<file path="src/rtl/q_pkg.sv">
// Shared fixed-point definitions and streaming-stage types.
// The fixed-point macros are defined here once so that every stage
// compiled after this package sees the same Q-format.
`ifndef FIXED_WIDTH
`define FIXED_WIDTH 16
`define FIXED_FRAC  8
`define FIXED_MAX   16'sh7FFF
`define FIXED_MIN   16'sh8000
`endif

package q_pkg;

  // Two-phase streaming stage: ACC collects beats, DONE presents a result.
  typedef enum logic {
    ACC  = 1'b0,
    DONE = 1'b1
  } stream_state_e;

endpackage

</file>
<file path="src/rtl/q_add.sv">
// Saturating signed fixed-point adder; reports when the result was clamped.
module q_add
  import q_pkg::*;
(
  input  logic signed [`FIXED_WIDTH-1:0] a,
  input  logic signed [`FIXED_WIDTH-1:0] b,
  output logic signed [`FIXED_WIDTH-1:0] sum,
  output logic                           sat
);

  logic signed [`FIXED_WIDTH:0] sum_wide;

  assign sum_wide = {a[`FIXED_WIDTH-1], a} + {b[`FIXED_WIDTH-1], b};

  // Overflow when the extra sign bit disagrees with the result sign bit.
  always_comb begin
    sum = sum_wide[`FIXED_WIDTH-1:0];
    sat = 1'b0;
    if (sum_wide[`FIXED_WIDTH] != sum_wide[`FIXED_WIDTH-1]) begin
      sat = 1'b1;
      sum = sum_wide[`FIXED_WIDTH] ? `FIXED_MIN : `FIXED_MAX;
    end
  end

endmodule

</file>
<file path="src/rtl/q_dot_acc.sv">
// Streaming fixed-point dot-product accumulator.
// Handshake: a transfer happens on a rising edge where valid and ready are
// both high; valid/data are held by the source until that edge, and ready
// never depends combinationally on valid (it is derived from state only).
module q_dot_acc
  import q_pkg::*;
#(
  parameter int CNT_W = 16
) (
  input  logic                           clk,
  input  logic                           rst,
  input  logic                           in_valid,
  output logic                           in_ready,
  input  logic signed [`FIXED_WIDTH-1:0] in_a,
  input  logic signed [`FIXED_WIDTH-1:0] in_b,
  input  logic                           in_last,
  output logic                           out_valid,
  input  logic                           out_ready,
  output logic signed [`FIXED_WIDTH-1:0] out_data,
  output logic        [CNT_W-1:0]        out_count,
  output logic                           out_sat
);

  localparam int W = `FIXED_WIDTH;
  localparam logic signed [2*W-1:0] MAX_WIDE = {{W{1'b0}}, `FIXED_MAX};
  localparam logic signed [2*W-1:0] MIN_WIDE = {{W{1'b1}}, `FIXED_MIN};
  localparam logic [CNT_W-1:0]      CNT_ONE  = {{(CNT_W-1){1'b0}}, 1'b1};

  stream_state_e state, state_next;

  logic signed [W-1:0]   acc, acc_next, prod_clamped;
  logic [CNT_W-1:0]      count;
  logic                  sat, prod_sat, sum_sat, beat;
  logic signed [2*W-1:0] prod_full, prod_shift;

  assign beat       = in_valid && in_ready;
  assign prod_full  = in_a * in_b;
  assign prod_shift = prod_full >>> `FIXED_FRAC;

  // Clamp the rescaled product into the Q-format range.
  always_comb begin
    prod_clamped = prod_shift[W-1:0];
    prod_sat     = 1'b0;
    if (prod_shift > MAX_WIDE) begin
      prod_clamped = `FIXED_MAX;
      prod_sat     = 1'b1;
    end else if (prod_shift < MIN_WIDE) begin
      prod_clamped = `FIXED_MIN;
      prod_sat     = 1'b1;
    end
  end

  q_add u_add (
    .a   (acc),
    .b   (prod_clamped),
    .sum (acc_next),
    .sat (sum_sat)
  );

  // State register.
  always_ff @(posedge clk) begin
    if (rst) state <= ACC;
    else     state <= state_next;
  end

  // Next state and handshake outputs, both pure functions of state.
  always_comb begin
    state_next = state;
    in_ready   = 1'b0;
    out_valid  = 1'b0;
    case (state)
      ACC: begin
        in_ready = 1'b1;
        if (in_valid && in_last) state_next = DONE;
      end
      DONE: begin
        out_valid = 1'b1;
        if (out_ready) state_next = ACC;
      end
      default: state_next = ACC;
    endcase
  end

  // Accumulator, beat counter and sticky saturation flag.
  always_ff @(posedge clk) begin
    if (rst || (state == DONE && out_ready)) begin
      acc   <= '0;
      count <= '0;
      sat   <= 1'b0;
    end else if (beat) begin
      acc   <= acc_next;
      if (count != '1) count <= count + CNT_ONE;
      sat   <= sat | prod_sat | sum_sat;
    end
  end

  assign out_data  = acc;
  assign out_count = count;
  assign out_sat   = sat;

endmodule

</file>
<file path="config.mk">
export PLATFORM = sky130hd
export DESIGN_NAME = q_dot_acc
export DESIGN_NICKNAME = d
export VERILOG_FILES = /design/src/rtl/q_pkg.sv /design/src/rtl/q_add.sv /design/src/rtl/q_dot_acc.sv
export SDC_FILE = /design/constraint.sdc
export NUM_CORES = 1
export LEC_CHECK = 0
export CORE_AREA = 2 2 205 207
export CTS_CLUSTER_DIAMETER = 50
export DETAILED_ROUTE_END_ITERATION = 8
export DIE_AREA = 0 0 207 209
export SLEW_MARGIN = 10
export SYNTH_ARGS = -nofsm -noshare
export SYNTH_HDL_FRONTEND = slang
export SYNTH_SLANG_ARGS = --single-unit
export TNS_END_PERCENT = 20
</file>
<file path="constraint.sdc">
create_clock -name clk -period 12.7 [get_ports clk]
set_input_delay 2.54 -clock clk [delete_from_list [all_inputs] [get_ports clk]]
set_output_delay 2.54 -clock clk [all_outputs]
set_load 0.03 [all_outputs]
</file>
==> flow_summary.ini, run 1 <==
[logic_synthesis]
synth-edff-count = 0
syn_area_um2 = 12100
syn_inst = 1377
ys_types = 66
ys_top_cells_by_area = fa_1 (43%), ha_1 (9.9%), inv_1 (9.3%), and2_1 (6.1%), dfxtp_1 (5.6%)
synth_top_area_frac = 0.433
ys_ff_latch = 34
syn_nets = 1772
synthFlopType = dfxtp_1
yosys.area.top_type = fa_1
synth_async_sr_flop_share = 0
synth.avg_cell_area_um2 = 8.80
seq_area_frac_synth = 0.0562
synth_warnings = 0

[setup_path]
slowest_stage = clkdlybuf4s50_1
critPathArrivalTime_ns = 12.24
slowest_delay_ns = 0.81
r2r_cells = 11
critPathMaxFanout = 16
cpMostUsedCell = fa_1
endpoint_kind = flip-flop
startpoint_type = input port
worstSetupPathType = in -> reg
worstPathRequired_ns = 12.86

[die]
initial_core_util = 0.294
chipWidth_um = 207
io_pins = 72
design.die.area_um2 = 43300
dieHeight_um = 209
num_rows = 75
core_area_um2 = 41300

[finish]
drive_gt1_frac = 0.0341
multiInputGateArea_um2 = 10100
design_area_um2 = 13700
fill_cells = 4334
regArea_um2 = 681
nets = 1832
diodes = 0
area_growth_pct = 12.9

[worst_hold_path]
holdCritPathClass = reg -> reg
min_path_cells = 2

[route]
totalWireLength_um = 29400
first_pass_iters = 5
viasPerCell = 4.63
via_count = 9152
ant_nets = 0
avgRoutedWirePerCell_um = 14.9
drc = 0
first_iter_violations = 415

[timing]
clock.fmax_mhz = 82.8
final.setup.worst_slack_ns = 0.619
hold_viol = 0
setup_tns_ns = 0
rsz0062_at_grt = false
slew_violations = 0
timing.hold.ws_ns = 0.501
relSlewSlack = 0.403
finClkSkew_ns = 0.00207
min_period_ns = 12.08
fin_crit_sh = 0.951
setup_violations = 0
worst_slew_pin_slew_ns = 0.895

[clocking]
cts_sinks = 34
clk_path_buf_depth = 2
hold_buffers = 0
htreeDepth = 2
root_buffer = clkbuf_16
clk_latency_ns = 0.27
cts_tree = yes
path_clk_slew_ns = 0.05
cts_made_buffers = 5

[global_routing]
grt_antenna_before_repair = 0
grt_max_degree = 19
grt.total_usage = 0.143
grt_pass1_vias = 9889
grt_pass1_wl_um = 51500
overflow = 0

[placed_design]
place_area_um2 = 13500
hpwl_um = 25700
gp_congestion = 0.880
port_buffers = 71
pre_cts_slack_ns = 0.271

[run]
max_cap_viol_count = 0

[run_status]
run_status = finished, final reports clean
cell usage after synthesis (all sizes together) (4+ instances only):
library cell	n
inv	301
fa	262
nand2	146
and2	119
ha	96
nor2	68
a21oi	54
clkbuf	39
dfxtp	34
o21ai	33
xnor2	27
xor2	26
o22ai	16
nand4	13
nand3	12
a211oi	10
a21o	10
and3	10
or3	9
buf	8
o21a	8
o21bai	8
nor3	7
nand2b	6
o211ai	6
nor2b	4
layout by cell type (no fill, tap or decap), types with 3 or more instances in the layout:
| cell type | netlist | final |
|---|---|---|
| fa_1 | 262 | 262 |
| nand2b_1 | 6 | 6 |
| xnor2_1 | 27 | 27 |
| a21oi_1 | 52 | 52 |
| o21bai_1 | 8 | 8 |
| nor2b_1 | 4 | 3 |
| and3_1 | 10 | 10 |
| o22ai_1 | 16 | 16 |
| o21ai_0 | 23 | 23 |
| nand3_1 | 12 | 12 |
| o21ai_1 | 10 | 10 |
| clkbuf_16 | 0 | 5 |
| nand2_1 | 146 | 146 |
| buf_4 | 0 | 29 |
| a211oi_1 | 9 | 9 |
| o2111ai_1 | 3 | 3 |
| inv_1 | 301 | 301 |
| or3_1 | 9 | 9 |
| a21o_1 | 10 | 10 |
| mux2i_1 | 3 | 3 |
| and2_1 | 119 | 119 |
| xor2_1 | 26 | 26 |
| clkdlybuf4s50_1 | 0 | 68 |
| dfxtp_1 | 34 | 34 |
| dlymetal6s2s_1 | 0 | 3 |
| o21a_1 | 8 | 8 |
| nor3_1 | 6 | 6 |
| nor2_1 | 68 | 68 |
| ha_1 | 96 | 96 |
| nand4_1 | 13 | 13 |
area by class of cell:
class	count	share of cell area
Timing Repair Buffer	100	0.0684
Sequential cell	34	0.0497
Inverter	301	0.0826
Multi-Input combinational cell	995	0.740
Tap cell	539	0.0493
Clock buffer	7	0.00969
sequential cells by signal (all words and copies together), names as in the netlist:
signal,cells
out_sat,1
out_count,16
out_data,16
state,1
final timing paths:
kind,startpoint,end,slack [ns]
max,in_b[6],out_data[9]$_SDFFE_PP0P_,0.62
min,out_count[13]$_SDFFE_PP0P_,out_count[13]$_SDFFE_PP0P_,0.50
max reg2reg,out_data[0]$_SDFFE_PP0P_,out_data[9]$_SDFFE_PP0P_,9.63
min reg2reg,out_count[13]$_SDFFE_PP0P_,out_count[13]$_SDFFE_PP0P_,0.50
through the flow:
| step | util | std cells |
|---|---|---|
| global route | 0.331 | 1976 |
| CTS | 0.331 | 1976 |
| detailed placement | 0.328 | 1969 |
| global placement | 0.328 | 1969 |
| finish | 0.331 | 1976 |
| floorplan | - | 1377 |
metal layers:
| layer | wire, µm | GRT usage | up-vias |
|---|---|---|---|
| li1 | - | - | 4340 |
| met1 | 14100 | 0.208 | 4570 |
| met3 | 1020 | 0.00766 | 27 |
| met2 | 13700 | 0.238 | 215 |
| met4 | 469 | 0.0281 | 0 |
| met5 | 0 | 0 | - |
critical path, delay by kind of cell:
family / cells / cell delay (ns)
adder cells (fa/ha/maj): 9 / 4.10
AO/OA/AOI/OAI: 14 / 3.50
buffers and inverters: 5 / 1.03
AND/OR/NAND/NOR: 4 / 0.77
multiplexers: 1 / 0.28
cells by family (layout without fill, tap and decap cells):
family	Yosys count	count (layout)	synth area share
AND/OR/NAND/NOR	409	409	0.168
adder cells (fa/ha/maj)	358	358	0.532
flip-flops	34	34	0.0562
buffers and inverters	348	408	0.108
XOR/XNOR	53	53	0.0383
AO/OA/AOI/OAI	171	171	0.0935
multiplexers	4	4	0.00341
repair_timing:
action | 4_1_cts | 5_1_grt
setup buffers | 0 | 0
setup endpoints to repair | 0 | 14
gates resized for setup | 0 | 4
Power of run 1 is left out: the tool's default activity adds up to more than one toggle a clock period on the data nets, which glitch-free logic cannot reach.
==> run 2: changes to the inputs <==
==> constraint.sdc (replaced) <==
create_clock -name clk -period 13.35 [get_ports clk]
set_input_delay 2.67 -clock clk [delete_from_list [all_inputs] [get_ports clk]]
set_output_delay 2.67 -clock clk [all_outputs]
set_load 0.03 [all_outputs]
==> run 2 against run 1 <==
  * Hold slack better by 0.0067 ns
  * Clock skew rose by 0.0048 ns
  * Count of clock-buffer cells in the layout is 2 lower
  * Cell count is 0.86% lower
  * Global-route usage up 0.25 points
  * First-iteration DRC count increased by 8.4%
  * Die area unchanged
  * Via count increased by 0.34%
  * Final area decreased by 1.0%
  * Non-clock buffer count decreased by 17
  * Critical endpoint is now out_data[1]$_SDFFE_PP0P_
  * Largest cell class unchanged
==> flow_summary.ini, run 2 (same netlist as run 1, synthesis figures left out) <==
[worst_hold_path]
hold_end = out_count[15]$_SDFFE_PP0P_
hp-start = out_count[15]$_SDFFE_PP0P_
min_path_cells = 2
holdCritPathClass = reg -> reg

[setup_path]
cpMostUsedCell = fa_1
worstSetupPathType = in -> reg
r2r_setup_slack_ns = 10.30
rr_startpoint = out_data[0]$_SDFFE_PP0P_
startpoint_type = input port
worstPathRequired_ns = 13.52
r2r_end = out_data[1]$_SDFFE_PP0P_
endpoint_kind = flip-flop
slowest_delay_ns = 0.88
r2r_cells = 11
critPathArrivalTime_ns = 12.60
slowest_stage = clkdlybuf4s50_1
critPathMaxFanout = 16

[timing]
min_period_ns = 12.43
clock.fmax_mhz = 80.5
fin_crit_sh = 0.931
slew_violations = 0
worst_slew_pin_slew_ns = 0.936
relSlewSlack = 0.376
final.setup.worst_slack_ns = 0.924
rsz0062_at_grt = false
hold_viol = 0
setup_tns_ns = 0
setup_violations = 0
finClkSkew_ns = 0.00686

[global_routing]
grt_max_degree = 19
grt.total_usage = 0.146
grt_pass1_vias = 9987
overflow = 0
grt_antenna_before_repair = 0
grt_pass1_wl_um = 52300

[run_status]
run_status = finished, final reports clean

[clocking]
htreeDepth = 2
cts_resized = 0
cts_made_buffers = 5
cts_sinks = 34
clk_path_buf_depth = 2
cts_tree = yes
clk_latency_ns = 0.28
root_buffer = clkbuf_16
path_clk_slew_ns = 0.06
hold_buffers = 0
cts_setup_buffers = 0

[finish]
drive_gt1_frac = 0.0232
diodes = 0
nets = 1815
utilization = 0.328
area_growth_pct = 11.8
finalNonFillerCells = 1959
layout_commonest_cell = inv_1
layout_common_cells = inv_1 (301), fa_1 (262), nand2_1 (146)

[die]
core_area_um2 = 41300
design.die.area_um2 = 43300
io_pins = 72
dieHeight_um = 209
chipWidth_um = 207
initial_core_util = 0.294
num_rows = 75

[route]
ant_nets = 0
totalWireLength_um = 29900
first_iter_violations = 450
first_pass_iters = 7
avgRoutedWirePerCell_um = 15.3
viasPerCell = 4.69
via_count = 9183
drc = 0

[placed_design]
hpwl_um = 25900
port_buffers = 71
dp_cells = 1952
pre_cts_slack_ns = 0.672
gp_congestion = 0.862

[run]
max_cap_viol_count = 0
==> run 2: cell types whose count changed in the layout (fill, tap and decap cells not counted) <==
cell             before  now
a21boi_1              0    1
buf_4                29   12
a21boi_2              1    0
clkbuf_1              2    0
clkdlybuf4s50_1      68   71
dlymetal6s2s_1        3    0
clkinv_2              0    2
==> run 2: worst max-delay path by stage <==
stage | from | endpoint | depth (start not counted)
6_report | in_b[4] | out_data[1]$_SDFFE_PP0P_ | 32
4_1_cts | in_b[4] | out_data[6]$_SDFFE_PP0P_ | 32
3_3_place_gp | in_b[4] | out_data[10]$_SDFFE_PP0P_ | 32
3_5_place_dp | in_b[4] | out_data[6]$_SDFFE_PP0P_ | 32
2_1_floorplan | in_a[15] | out_data[10]$_SDFFE_PP0P_ | 33
5_1_grt | in_b[4] | out_data[4]$_SDFFE_PP0P_ | 32
==> run 2: layout make-up <==
type,count,area [µm²]
repair buffers,83,801
inverters,301,1130
fillers,4295,27700
clock buffers,5,125
well taps,539,674
clock inverters,2,10.0
flip-flops and latches,34,681
multi-input cells,995,10100
==> run 2: routing by layer <==
metal  wire, µm  vias up  track usage
li1           -     4322            -
met1      14200     4608        0.210
met2      14000      224        0.241
met3       1260       29       0.0120
met4        494        0       0.0281
met5          0        -            0
==> run 2: critical path, delay by kind of cell <==
family	cells	cell delay [ns]
AO/OA/AOI/OAI	12	2.86
adder cells (fa/ha/maj)	9	4.39
buffers and inverters	5	1.28
AND/OR/NAND/NOR	6	1.36
==> run 2: metrics by stage <==
stage               instance area [µm²]  hold slack [ns]
floorplan                         12100            0.618
global placement                  13400            0.482
detailed placement                13400            0.504
CTS                               13500            0.513
global route                      13500            0.535
finish                            13500            0.508
Power of run 2 is left out for the same reason.
==> run 3: changes to the inputs <==
--- a/config.mk
+++ b/config.mk
@@ -5,6 +5,7 @@
 export SDC_FILE = /design/constraint.sdc
 export NUM_CORES = 1
 export LEC_CHECK = 0
+export ABC_CLOCK_PERIOD_IN_PS = 13350
 export CORE_AREA = 2 2 205 207
 export CTS_CLUSTER_DIAMETER = 50
 export DETAILED_ROUTE_END_ITERATION = 8
==> results of run 3 <==
No change in the layout: final DEF, timing and power equal those of run 2.
Power of run 3 is left out for the same reason.
